--- config.mk ---
export PLATFORM = sky130hd
export DESIGN_NAME = seq_div32
export DESIGN_NICKNAME = d
export VERILOG_FILES = /design/src/rtl/seq_div32_pkg.sv /design/src/rtl/seq_div32_sub_stage.sv /design/src/rtl/seq_div32.sv
export SDC_FILE = /design/constraint.sdc
export NUM_CORES = 1
export LEC_CHECK = 0
export ABC_AREA = 1
export CAP_MARGIN = 20
export CORE_ASPECT_RATIO = 0.8
export CORE_MARGIN = 1.5
export CORE_UTILIZATION = 35
export DETAILED_ROUTE_END_ITERATION = 8
export PLACE_DENSITY = 0.61
export SYNTH_ARGS = -nofsm -noshare
export SYNTH_HDL_FRONTEND = slang
export SYNTH_HIERARCHICAL = 1
export SYNTH_SLANG_ARGS = --single-unit
--- constraint.sdc ---
create_clock -name clk -period 35.6 [get_ports clk]
set_input_delay 7.12 -clock clk [delete_from_list [all_inputs] [get_ports clk]]
set_output_delay 7.12 -clock clk [all_outputs]
set_load 0.005 [all_outputs]
--- src/rtl/seq_div32_pkg.sv ---
// Shared types and constants for the sequential restoring divider.
package seq_div32_pkg;

   localparam int unsigned DIV_WIDTH = 32;
   localparam int unsigned DIV_CNT_W = $clog2(DIV_WIDTH) + 1;

   typedef enum logic [1:0] {
      StIdle,
      StRun,
      StDone
   } div_state_e;

endpackage

--- src/rtl/seq_div32_sub_stage.sv ---
// Ripple-carry subtractor: a + ~b + 1, borrow is the inverted carry out.
module seq_div32_sub_stage #(
   parameter int unsigned WIDTH = 33
) (
   input  logic [WIDTH-1:0] i_a,
   input  logic [WIDTH-1:0] i_b,
   output logic [WIDTH-1:0] o_diff,
   output logic             o_borrow
);

   logic [WIDTH:0]   w_carry;
   logic [WIDTH-1:0] w_b_n;

   assign w_carry[0] = 1'b1;
   assign w_b_n      = ~i_b;

   for (genvar i = 0; i < WIDTH; i++) begin : g_fa
      assign o_diff[i]    = i_a[i] ^ w_b_n[i] ^ w_carry[i];
      assign w_carry[i+1] = (i_a[i] & w_b_n[i]) | (w_carry[i] & (i_a[i] ^ w_b_n[i]));
   end

   assign o_borrow = ~w_carry[WIDTH];

endmodule

--- src/rtl/seq_div32.sv ---
// Multi-cycle unsigned restoring divider, one quotient bit per clock, MSB first.
module seq_div32
   import seq_div32_pkg::*;
#(
   parameter int unsigned WIDTH = DIV_WIDTH
) (
   input  logic             clk,
   input  logic             rst,
   input  logic             i_start,
   input  logic [WIDTH-1:0] i_dividend,
   input  logic [WIDTH-1:0] i_divisor,
   output logic             o_busy,
   output logic             o_done,
   output logic [WIDTH-1:0] o_quotient,
   output logic [WIDTH-1:0] o_remainder,
   output logic             o_div_by_zero
);

   localparam int unsigned CNT_W = $clog2(WIDTH) + 1;

   div_state_e       r_state, w_state_d;
   logic [CNT_W-1:0] r_cnt;
   logic [WIDTH-1:0] r_a, r_b, r_q, r_quot, r_rmd;
   logic [WIDTH:0]   r_rem, w_rshift, w_diff, w_rem_nxt;
   logic [WIDTH-1:0] w_q_nxt;
   logic             r_dz_pend, r_dz, r_done;
   logic             w_done_d, w_borrow, w_accept, w_last;
   logic             w_unused_rem_msb;

   // Restored remainder is always below the divisor, so its MSB never feeds the next shift.
   assign w_unused_rem_msb = r_rem[WIDTH];

   assign w_rshift  = {r_rem[WIDTH-1:0], r_a[WIDTH-1]};
   assign w_rem_nxt = w_borrow ? w_rshift : w_diff;
   assign w_q_nxt   = {r_q[WIDTH-2:0], ~w_borrow};
   assign w_last    = (r_cnt == CNT_W'(WIDTH - 1));
   assign w_accept  = i_start && (r_state != StRun);

   seq_div32_sub_stage #(
      .WIDTH (WIDTH + 1)
   ) u_sub_stage (
      .i_a      (w_rshift),
      .i_b      ({1'b0, r_b}),
      .o_diff   (w_diff),
      .o_borrow (w_borrow)
   );

   always_comb begin
      w_state_d = r_state;
      w_done_d  = 1'b0;
      unique case (r_state)
         StIdle, StDone: begin
            if (i_start) w_state_d = StRun;
         end
         StRun: begin
            if (r_dz_pend || w_last) begin
               w_state_d = StDone;
               w_done_d  = 1'b1;
            end
         end
         default: w_state_d = StIdle;
      endcase
   end

   always_ff @(posedge clk) begin
      if (rst) begin
         r_state <= StIdle;
         r_done  <= 1'b0;
      end else begin
         r_state <= w_state_d;
         r_done  <= w_done_d;
      end
   end

   always_ff @(posedge clk) begin
      if (rst) begin
         r_cnt     <= '0;
         r_a       <= '0;
         r_b       <= '0;
         r_q       <= '0;
         r_rem     <= '0;
         r_dz_pend <= 1'b0;
         r_dz      <= 1'b0;
         r_quot    <= '0;
         r_rmd     <= '0;
      end else if (w_accept) begin
         r_cnt     <= '0;
         r_a       <= i_dividend;
         r_b       <= i_divisor;
         r_q       <= '0;
         r_rem     <= '0;
         r_dz_pend <= (i_divisor == '0);
         r_dz      <= 1'b0;
      end else if (r_state == StRun) begin
         if (r_dz_pend) begin
            // r_a has not been shifted yet, so it still holds the dividend.
            r_quot <= '1;
            r_rmd  <= r_a;
            r_dz   <= 1'b1;
         end else begin
            r_a   <= {r_a[WIDTH-2:0], 1'b0};
            r_rem <= w_rem_nxt;
            r_q   <= w_q_nxt;
            r_cnt <= r_cnt + CNT_W'(1);
            if (w_last) begin
               r_quot <= w_q_nxt;
               r_rmd  <= w_rem_nxt[WIDTH-1:0];
            end
         end
      end
   end

   assign o_busy        = (r_state == StRun);
   assign o_done        = r_done;
   assign o_quotient    = r_quot;
   assign o_remainder   = r_rmd;
   assign o_div_by_zero = r_dz;

endmodule
==> flow_metrics.env <==
export IMPL_outcome="completed"
export IMPL_post_cts_buffers=0
export IMPL_nNetsFinal=1566
export IMPL_routed_wirelength_um=25000
export IMPL_fin_crit_sh=0.396
export IMPL_critPathMaxStageDelay_ns=0.44
export IMPL_hold_path_class="reg2reg"
export IMPL_hpwlAfterDp_um=15800
export IMPL_grt_max_degree=76
export IMPL_drtAntennaViolNets=0
export IMPL_via_count=8456
export IMPL_die_width_um=187
export IMPL_antenna_found_initial=0
export IMPL_cts_max_path_buffers=3
export IMPL_hold_buffers=0
export IMPL_post_dp_cell_area_um2=11000
export IMPL_power_density_nw_per_um2=48.0
export IMPL_drt_iter0_drc=537
export IMPL_cts_clk_slew_worst_paths_ns=0.06
export IMPL_fin_crit_ns=14.08
export IMPL_stdcell_area_um2=11700
export IMPL_worstReg2RegStart="r_a[31]$_SDFFE_PP0P_"
export IMPL_total_leakage_power_nw=5.12
export IMPL_syn_area_um2=9480
export IMPL_start_util=0.358
export IMPL_max_slew_worst_pin_slew_ns=0.875
export IMPL_total_power_w=0.000563
export IMPL_yosys_warnings=6
export IMPL_cts_root_buf="clkbuf_16"
export IMPL_timing_rr_end="o_remainder[6]$_SDFFE_PP0P_"
export IMPL_rr_worst_depth=41
export IMPL_holdPathStages=2
export IMPL_fin_tns_setup_ns=0
export IMPL_syn_area_per_cell_um2=6.88
export IMPL_rows=53
export IMPL_vias_per_cell=4.61
export IMPL_grt_usage=0.181
export IMPL_critPathKind="reg2reg"
export IMPL_r2r_slack_ns=21.52
export IMPL_syn2layout_area_growth_pct=23.6
export IMPL_worst_setup_path_start_kind="flip-flop"
export IMPL_cts_made_buffers=23
export IMPL_drc=0
export IMPL_port_buffers=133
export IMPL_num_io_pins=134
export IMPL_gp_congestion=0.816
export IMPL_clock_sinks=202
export IMPL_synthCells=1378
export IMPL_final_setup_viol_count=0
export IMPL_final_common_cell="nand2_1"
export IMPL_n_fill_cell=2751
export IMPL_min_delay_start="r_rem[1]$_SDFFE_PP0P_"
export IMPL_whs_ns=0.462
export IMPL_max_slew_margin=0.417
export IMPL_crit_path_top_delay_cell="fa_2"
export IMPL_insertion_delay_ns=0.50
export IMPL_fmax_ghz=0.0710
export IMPL_die_h_um=150
export IMPL_crit_top_cell="fa_1"
export IMPL_cp_arrival_ns=14.48
export IMPL_crit_required_ns=36.00
export IMPL_n_antenna_cell=0
export IMPL_placeableCoreArea_um2=26500
export IMPL_worstSetupEndpointType="flip-flop"
export IMPL_grt_pass1_vias=8094
export IMPL_fin_skew_ns=0.00666
export IMPL_wl_per_cell_um=13.6
export IMPL_die_area_um2=28100
export IMPL_final_cell_mix="310 x nand2_1, 276 x nor2_1, 201 x dfxtp_1"
export IMPL_drive_gt1_frac=0.0413
export IMPL_drv_cap=0
export IMPL_grt_remaining_overflow=0
export IMPL_htree_levels=1
export IMPL_irDropWorstVdd_mv=0.0296
export IMPL_cp_max_fo=58
export IMPL_firstDrtPassIters=5
export IMPL_rsz0062_at_grt="no"
export IMPL_grt_pass1_wl_um=41400
export IMPL_finalHoldViolCount=0
export IMPL_holdPathEnd="r_rem[1]$_SDFFE_PP0P_"
export IMPL_synth_nets=1479
export IMPL_slew_violations=0
export IMPL_cts_tree="done"
export IMPL_cts_resized=0
==> through the flow <==
| stage | std cells | setup WS, ns | util |
|---|---|---|---|
| 6_report | 1835 | 21.52 | 0.443 |
| 5_1_grt | 1835 | 20.87 | 0.443 |
| 4_1_cts | 1833 | 21.22 | 0.441 |
| 3_5_place_dp | 1795 | 21.30 | 0.415 |
| 3_3_place_gp | 1795 | 21.38 | 0.415 |
| 2_1_floorplan | 1378 | 22.19 | - |
==> cell type report <==
type,instances,area (um^2),area share
clock buffer,31,616,0.0525
clock inverter,7,91.3,0.00779
tap,357,447,0.0381
inverter,172,647,0.0552
timing repair buffer,146,1450,0.124
multi-input combinational,920,4420,0.377
sequential,202,4050,0.345
==> where the power goes <==
part	leakage (nW)	total (W)	switching (W)	internal [W]
Sequential	1.65	0.000246	0.00000799	0.000238
Combinational	3.13	0.0000892	0.0000543	0.0000349
Clock	0.344	0.000228	0.0000927	0.000135
==> flip-flops by register name, indices dropped and copies added (netlist names) <==
register	flops
o_div_by_zero	1
o_done	1
o_quotient	32
o_remainder	32
r_a	32
r_b	32
r_cnt	6
r_dz_pend	1
r_q	31
r_rem	32
r_state	2
==> how the worst max path moves through the flow <==
stage	from	endpoint	slack, ns	depth (start not counted)
floorplan	r_a[31]$_SDFFE_PP0P_	o_remainder[24]$_SDFFE_PP0P_	22.19	42
global placement	r_a[31]$_SDFFE_PP0P_	o_remainder[31]$_SDFFE_PP0P_	21.38	40
detailed placement	r_a[31]$_SDFFE_PP0P_	o_remainder[31]$_SDFFE_PP0P_	21.30	40
CTS	r_a[31]$_SDFFE_PP0P_	o_remainder[31]$_SDFFE_PP0P_	21.22	40
global route	r_a[31]$_SDFFE_PP0P_	o_remainder[4]$_SDFFE_PP0P_	20.87	41
finish	r_a[31]$_SDFFE_PP0P_	o_remainder[6]$_SDFFE_PP0P_	21.52	41
==> per-layer routing <==
metal  wire [um]  GRT usage  up-vias
li1            -          -     4396
met1       12800      0.253     3863
met2       10800      0.293      162
met3         916     0.0259       35
met4         544     0.0488        0
met5           0          0        -
==> worst max-delay path, delay by kind of cell, from the launching register on <==
family	cells	cell delay [ns]
compound gates	2	0.37
simple gates	2	0.19
buf+inv	4	0.42
fa+ha+maj	33	12.62
flops	1	0.38
Note: power is estimated with default switching activity, not from simulation.
